$ cat src/rtl/shift_add_multiplier16_if.sv
// Operand/product handshake bundle for shift_add_multiplier16.
// master: operand source + product consumer; slave: the multiplier.
interface shift_add_multiplier16_if #(
  parameter int unsigned WIDTH = 16
);
  logic               in_valid;
  logic               in_ready;
  logic [WIDTH-1:0]   a;
  logic [WIDTH-1:0]   b;
  logic               out_valid;
  logic               out_ready;
  logic [2*WIDTH-1:0] product;
  logic               busy;

  modport master (
    output in_valid, a, b, out_ready,
    input  in_ready, out_valid, product, busy
  );

  modport slave (
    input  in_valid, a, b, out_ready,
    output in_ready, out_valid, product, busy
  );
endinterface

$ cat src/rtl/shift_add_multiplier16.sv
// Sequential radix-2 shift-and-add unsigned multiplier, WIDTH x WIDTH -> 2*WIDTH.
// One WIDTH-bit adder with carry out; ACC:Q shift right by one each RUN cycle.
// Optional macro SHIFT_ADD_MUL_ZERO_SKIP_EN: zero operands bypass RUN and go
// straight to DONE with a zero product.
module shift_add_multiplier16 #(
  parameter int unsigned WIDTH = 16
) (
  input logic                     clk,
  input logic                     rst_n,
  shift_add_multiplier16_if.slave bus
);

  localparam int unsigned CntW = $clog2(WIDTH + 1);

  typedef enum logic [1:0] {
    StIdle,
    StRun,
    StDone
  } state_e;

  state_e             state_q, state_d;
  logic [WIDTH-1:0]   acc_q, acc_d;
  logic [WIDTH-1:0]   q_q, q_d;
  logic [WIDTH-1:0]   m_q, m_d;
  logic [CntW-1:0]    count_q, count_d;
  logic [2*WIDTH-1:0] product_q, product_d;

  // Adder instance point: keep the carry out, the top sum bit lands in ACC.
  logic [WIDTH:0]     sum;
  logic [WIDTH-1:0]   addend;
  logic               skip;

  assign addend = q_q[0] ? m_q : '0;
  assign sum    = {1'b0, acc_q} + {1'b0, addend};

`ifdef SHIFT_ADD_MUL_ZERO_SKIP_EN
  assign skip = (bus.a == '0) || (bus.b == '0);
`else
  assign skip = 1'b0;
`endif

  // Handshake outputs depend on state only.
  assign bus.in_ready  = (state_q == StIdle);
  assign bus.out_valid = (state_q == StDone);
  assign bus.busy      = (state_q != StIdle);
  assign bus.product   = product_q;

  // Next-state and datapath update.
  always_comb begin
    state_d   = state_q;
    acc_d     = acc_q;
    q_d       = q_q;
    m_d       = m_q;
    count_d   = count_q;
    product_d = product_q;
    unique case (state_q)
      StIdle: begin
        if (bus.in_valid) begin
          if (skip) begin
            product_d = '0;
            state_d   = StDone;
          end else begin
            m_d     = bus.a;
            q_d     = bus.b;
            acc_d   = '0;
            count_d = '0;
            state_d = StRun;
          end
        end
      end
      StRun: begin
        acc_d   = sum[WIDTH:1];
        q_d     = {sum[0], q_q[WIDTH-1:1]};
        count_d = count_q + CntW'(1);
        if (count_q == CntW'(WIDTH - 1)) begin
          product_d = {sum[WIDTH:1], sum[0], q_q[WIDTH-1:1]};
          state_d   = StDone;
        end
      end
      StDone: begin
        if (bus.out_ready) begin
          state_d = StIdle;
        end
      end
      default: state_d = StIdle;
    endcase
  end

  // State and datapath registers with synchronous reset.
  always_ff @(posedge clk) begin
    if (!rst_n) begin
      state_q   <= StIdle;
      acc_q     <= '0;
      q_q       <= '0;
      m_q       <= '0;
      count_q   <= '0;
      product_q <= '0;
    end else begin
      state_q   <= state_d;
      acc_q     <= acc_d;
      q_q       <= q_d;
      m_q       <= m_d;
      count_q   <= count_d;
      product_q <= product_d;
    end
  end

endmodule

$ cat src/flat_wrapper.sv
// flat-port wrapper written by rule: the top's interface ports become plain ports
module shift_add_multiplier16_flat 
#(
  parameter int unsigned WIDTH = 16
)
  (clk, rst_n, bus_in_valid, bus_a, bus_b, bus_out_ready, bus_in_ready, bus_out_valid, bus_product, bus_busy);
  shift_add_multiplier16_if #(.WIDTH(WIDTH)) bus_i ();
  input logic clk;
  input logic rst_n;
  input wire logic [$bits(bus_i.in_valid)-1:0] bus_in_valid;
  input wire logic [$bits(bus_i.a)-1:0] bus_a;
  input wire logic [$bits(bus_i.b)-1:0] bus_b;
  input wire logic [$bits(bus_i.out_ready)-1:0] bus_out_ready;
  output wire logic [$bits(bus_i.in_ready)-1:0] bus_in_ready;
  output wire logic [$bits(bus_i.out_valid)-1:0] bus_out_valid;
  output wire logic [$bits(bus_i.product)-1:0] bus_product;
  output wire logic [$bits(bus_i.busy)-1:0] bus_busy;
  assign bus_i.in_valid = bus_in_valid;
  assign bus_i.a = bus_a;
  assign bus_i.b = bus_b;
  assign bus_i.out_ready = bus_out_ready;
  assign bus_in_ready = bus_i.in_ready;
  assign bus_out_valid = bus_i.out_valid;
  assign bus_product = bus_i.product;
  assign bus_busy = bus_i.busy;
  shift_add_multiplier16 #(.WIDTH(WIDTH)) u_core (.clk(clk), .rst_n(rst_n), .bus(bus_i));
endmodule
$ cat config.mk
export PLATFORM = sky130hd
export DESIGN_NAME = shift_add_multiplier16_flat
export DESIGN_NICKNAME = d
export VERILOG_FILES = /design/src/rtl/shift_add_multiplier16_if.sv /design/src/rtl/shift_add_multiplier16.sv /design/src/flat_wrapper.sv
export SDC_FILE = /design/constraint.sdc
export NUM_CORES = 1
export LEC_CHECK = 0
export ABC_CLOCK_PERIOD_IN_PS = 2750
export BUFFER_PORTS_ARGS = -buffer_cell sky130_fd_sc_hd__buf_2
export CAP_MARGIN = 20
export CORE_UTILIZATION = 25
export DETAILED_ROUTE_END_ITERATION = 8
export PLACE_DENSITY_LB_ADDON = 0.08
export SLEW_MARGIN = 20
export SYNTH_ARGS = -nofsm -noshare
export SYNTH_HDL_FRONTEND = slang
export SYNTH_SLANG_ARGS = --single-unit
$ cat constraint.sdc
create_clock -name clk -period 2.75 [get_ports clk]
set_input_delay 0.1375 -clock clk [delete_from_list [all_inputs] [get_ports clk]]
set_output_delay 0.1375 -clock clk [all_outputs]
set_load 0.005 [all_outputs]
# ---- Word-level counts from Yosys, hierarchy flattened
# Cells that the tools add are included.
dict set report totals {
  out_inout_bits 35
  input_bits 36
  memories 0
  word_cells 32
  rom_bits 0
  register_bits 87
  latchBits 0
  mem_bits_rw 0
}
dict set report op_classes {
  mux 11
  eq_ne 6
  bitwise 0
  add_sub_neg 2
  n_shift 0
  n_reduce_logical 7
  magnitude_cmp 0
  div 0
  multipliers 0
}
# op n
set ops {}
lappend ops {{$pmux W16 S2} 2}
lappend ops {{$mux W16} 3}
lappend ops {{$add A16 B16 Y17} 1}
lappend ops {{$pmux W5 S2} 1}
lappend ops {{$mux W2} 3}
lappend ops {{$pmux W2 S3} 1}
lappend ops {{$reduce_and A2 Y1} 3}
lappend ops {{$add A5 B1 Y5 const B} 1}
lappend ops {{$eq A5 B4 Y1 const B} 1}
lappend ops {{$mux W5} 1}
lappend ops {{$ne A2 B2 Y1 const B} 2}
lappend ops {{$reduce_bool A2 Y1} 2}
lappend ops {{$reduce_and A3 Y1} 1}
lappend ops {{$eq A2 B1 Y1 const B} 1}
lappend ops {{$eq A2 B2 Y1 const B} 1}
lappend ops {{$logic_not A2 Y1} 1}
lappend ops {{$ne A2 B1 Y1 const B} 1}

# ---- Longest topological paths before layout
dict set report depth {
  depth_word 3
  depth_mapped 10
  depth_no_buf 9
}

# ---- Worst setup path before layout
# No wires, ideal clock.
dict set report synth_timing {
  path_type {register -> register}
  startpoint {reg u_core.q_q[0]}
  endpoint {reg u_core.acc_q[11]}
  path_buffers 1
  setup_time_ns 0.117
  t_required_ns 2.633
  setup_slack_ns 0.313
  arrival_ns 2.319
  synth_period_minus_slack_ns 2.437
  stages_incl_launch_ff 11
  path_cell_list {dfxtp_1 > clkbuf_1 > and2_1 > ha_1 > inv_1 > fa_1 > nor2b_4 > o211ai_2 > a21oi_2 > a22oi_1 > a32o_1}
}
dict set report synth_between {
  elab_chain_len 3
}
# item line_no
set synth_lines {}
lappend synth_lines {{from (decl)} shift_add_multiplier16.sv:23} ;# logic [WIDTH-1:0] q_q, q_d;
lappend synth_lines {{from (signal assigned)} shift_add_multiplier16.sv:101} ;# q_q <= q_d;
lappend synth_lines {{$mux W16} shift_add_multiplier16.sv:33} ;# assign addend = q_q[0] ? m_q : '0;
lappend synth_lines {{$add A16 B16 Y17} shift_add_multiplier16.sv:34} ;# assign sum = {1'b0, acc_q} + {1'b0, addend};
lappend synth_lines {{$pmux W16 S2} shift_add_multiplier16.sv:56} ;# unique case (state_q)
lappend synth_lines {{to (signal assigned)} shift_add_multiplier16.sv:93} ;# acc_q <= '0;
lappend synth_lines {{to (signal assigned)} shift_add_multiplier16.sv:100} ;# acc_q <= acc_d;
lappend synth_lines {{to (decl)} shift_add_multiplier16.sv:22} ;# logic [WIDTH-1:0] acc_q, acc_d;
# No other way between the ends.
# A chain may end at the register's enable or synchronous reset.

# ---- Worst setup path after layout
dict set report layout_timing {
  startpoint {reg u_core.q_q[0]}
  endpoint {reg u_core.acc_q[9]}
}
# The elaborated chain is that of the path after synthesis.

==> results.md <==
* FF-to-FF path depth at 10
* Hold Path Sink: u_core.m_q[13]$_SDFFE_PN0P_
* Static Leak at 2.31 nW
* Antenna Nets Post-Route at 0
* Reg area at 1740 um2
* Crit path from: u_core.q_q[0]$_SDFFE_PN0P_
* Final setup fails at 0
* Worst hold path type: in2reg
* Capture point of the worst reg-to-reg path: u_core.acc_q[9]$_SDFFE_PN0P_
* Reg2reg setup slack at around 0.22 ns
* Gpl congestion at approximately 0.8
* Max-Cap Viols at 0
* Status: completed
* Die Y-Extent at 137 um
* Seq/Total Area, Yosys at between 30% and 40%
* Ports at 71
* Top cells by count, synth: nand2_1, dfxtp_1, nand3_1
* Clock sinks at 87
* Worst-margin pin slew at about 0.74 ns
* Detailed-route via count at around 4.1k
* Power per cell area at 518 nW/um2
* Clk root buf: clkbuf_16
* Insertion delay to the later sink of the worst-skew pair at ~0.35 ns
* Wire per inst at around 16 um
* Most common cell in the netlist: nand2_1
* WP data arrival at 2.77 ns
* Mapped Nets at between 600 and 700
* Area of the die at 18700 um2
* Post-synth EDFFs at 0
* Gr usage total at around 15%
* Worst vdd ir at 305 uV
* Ant. Diodes at 0
* CP Capture Type: flip-flop
* Synthesis-stage register bit count at 87
* Die width at about 140 um
* Kind of critical path: reg2reg
* Placed cell count at between 800 and 900
* Finished Layout Cells at approximately 850
* Type of origin of the critical path: flip-flop
* RSZ-0062 raised after global routing: no
* Top-area cell type share of the netlist area at between 30% and 40%
* Place WS at about 0.11 ns
* Area growth syn-to-layout at 20.3%
* Crit path max fanout at 14
* Yosys warnings at 0
* Most used flip-flop cell after synthesis: dfxtp_1
* Cell variety after synth at 55
* CORE AREA at about 17000 um2
* Layout cells sized above 1 at 19.5%
* Global-route wire length before repair at approximately 21000 um
* Port bufs at 70
* FF-to-FF Start: u_core.q_q[0]$_SDFFE_PN0P_
* Worst hold stages at 3
* Fill cells at about 1.9k
* Final WS setup at 0.219 ns
* Initial detailed-routing violation count at 225
* Drt pass-1 iters at 4
* H-tree depth at 3
* DP Wirelength at approximately 9100 um
* Synth Cell Area at 4530 um2
* Multi-input logic area at ~2600 um2
* Worst-path clk slew at approximately 0.07 ns
* Slew HR at 50.1%
* Drt total wl at between 10000 and 15000 um
* Total grt overflow at 0
* Clock skew at 0.0126 ns
* Via-to-Cell Ratio at between 4 and 5
* Final core utilization at ~31%
* Cell taking the most area after synthesis: dfxtp_1
* Max frequency at 395 MHz
* Final net count at roughly 670
* Pins Over Slew Limit at 0
* CTS tree: yes
* Synthesized instance count at ~560
* Final min period at roughly 2.5 ns
* Initial antenna violation count at 0
* TNS Setup at 0 ns
* CTS Buffer Depth at 2
* Synth async-reset ratio at 0%
* DRC errors left at 0
* FP Rows at 48
* Hold Fails Final Rpt at 0
* Syn_area_per_cell at 8.11 um2
* CP required at roughly 3 ns
* Largest cells by area after synthesis: dfxtp_1, nand2_1, a21boi_0, nand3_1, ha_1
* Vias in the first global route at 4057
* Post-CTS Setup Inserts at 0
* Initial Utilization at between 20% and 30%
* TritonCTS Buffers at 9
* Largest net degree at the start of global routing at 45
* Hold path start: bus_a[13]
* Period utilisation layout at roughly 92%
==> placed cells by master (no fill, tap or decap), types with 4 or more instances in the layout <==
cell,n
o211ai_1,13
nor3_1,5
buf_4,18
nand3_1,49
ha_1,18
nor2b_1,5
and2_1,22
clkbuf_16,9
a31oi_1,4
nor2_1,13
o211a_1,17
nand2_1,133
a21boi_0,46
inv_1,10
o21a_1,6
buf_2,70
or2_2,4
dfxtp_1,87
a21oi_1,8
o21ai_0,13
nand4_1,4
==> worst max-delay path, stage by stage (launching register included) <==
cell and delay, ns:
dfxtp_1 0.31, buf_4 0.18, and2_1 0.15, ha_1 0.22
inv_1 0.08, fa_1 0.26, nor2b_4 0.07, o211ai_4 0.32
a211oi_4 0.13, or4_1 0.43, a32o_1 0.27
==> what timing repair did <==
item / CTS / global route
hold endpoints to repair: 0 / 0
hold buffers: 0 / 0
gates resized for setup: 0 / 3
setup endpoints to repair: 0 / 5
==> layer usage <==
layer	share of wire (%)	GRT usage (%)
met3	3.4	3.07
met4	1.6	5.43
met5	0	0
met2	47	24.0
met1	48	19.1
==> layout make-up <==
| cell class | instances | area share [%] |
|---|---|---|
| Clock buffer | 9 | 4.14 |
| Timing Repair Buffer | 88 | 8.92 |
| Tap cell | 225 | 5.17 |
| Inverter | 10 | 0.689 |
| Clock inverter | 7 | 1.17 |
| Multi-Input combinational cell | 420 | 47.9 |
| Sequential cell | 87 | 32.0 |
==> power breakdown <==
group / internal, mW / total, mW / switching [mW] / leakage (nW)
registers: 1.30 / 1.33 / 0.0291 / 0.707
clock network: 0.636 / 1.23 / 0.595 / 0.142
logic: 0.103 / 0.260 / 0.157 / 1.46
total: 2.04 / 2.82 / 0.782 / 2.31
==> per-stage QoR <==
stage | power [mW] | hold slack (ns) | area [um2]
floorplan | 1.53 | 0.282 | 4530
global placement | 1.62 | 0.397 | 5120
detailed placement | 1.62 | 0.399 | 5120
CTS | 2.86 | 0.0245 | 5410
global route | 2.95 | 0.0341 | 5440
finish | 2.82 | 0.0358 | 5440
==> worst max path at each step <==
stage,slack (ns),to
5_1_grt,0.05,u_core.bus.product[29]$_SDFFE_PN0P_
3_3_place_gp,0.18,u_core.acc_q[11]$_SDFFE_PN0P_
2_1_floorplan,0.31,u_core.acc_q[11]$_SDFFE_PN0P_
6_report,0.22,u_core.acc_q[9]$_SDFFE_PN0P_
4_1_cts,0.1,u_core.acc_q[11]$_SDFFE_PN0P_
3_5_place_dp,0.11,u_core.acc_q[11]$_SDFFE_PN0P_
==> flip-flops by register name, indices dropped and copies added (netlist names) <==
signal and flops:
u_core.acc_q 16, u_core.bus.product 32, u_core.count_q 5, u_core.m_q 16, u_core.q_q 16, u_core.state_q 2
==> kinds of logic after synthesis <==
| kind of cell | Yosys count | synth area share (%) |
|---|---|---|
| adder cells (fa/ha/maj) | 19 | 5.42 |
| AO/OA/AOI/OAI | 142 | 24.5 |
| XOR/XNOR | 4 | 0.774 |
| multiplexers | 1 | 0.221 |
| AND/OR/NAND/NOR | 253 | 26.0 |
| flip-flops | 87 | 38.5 |
| buffers and inverters | 52 | 4.67 |
Power figures use the tool's default switching activity.
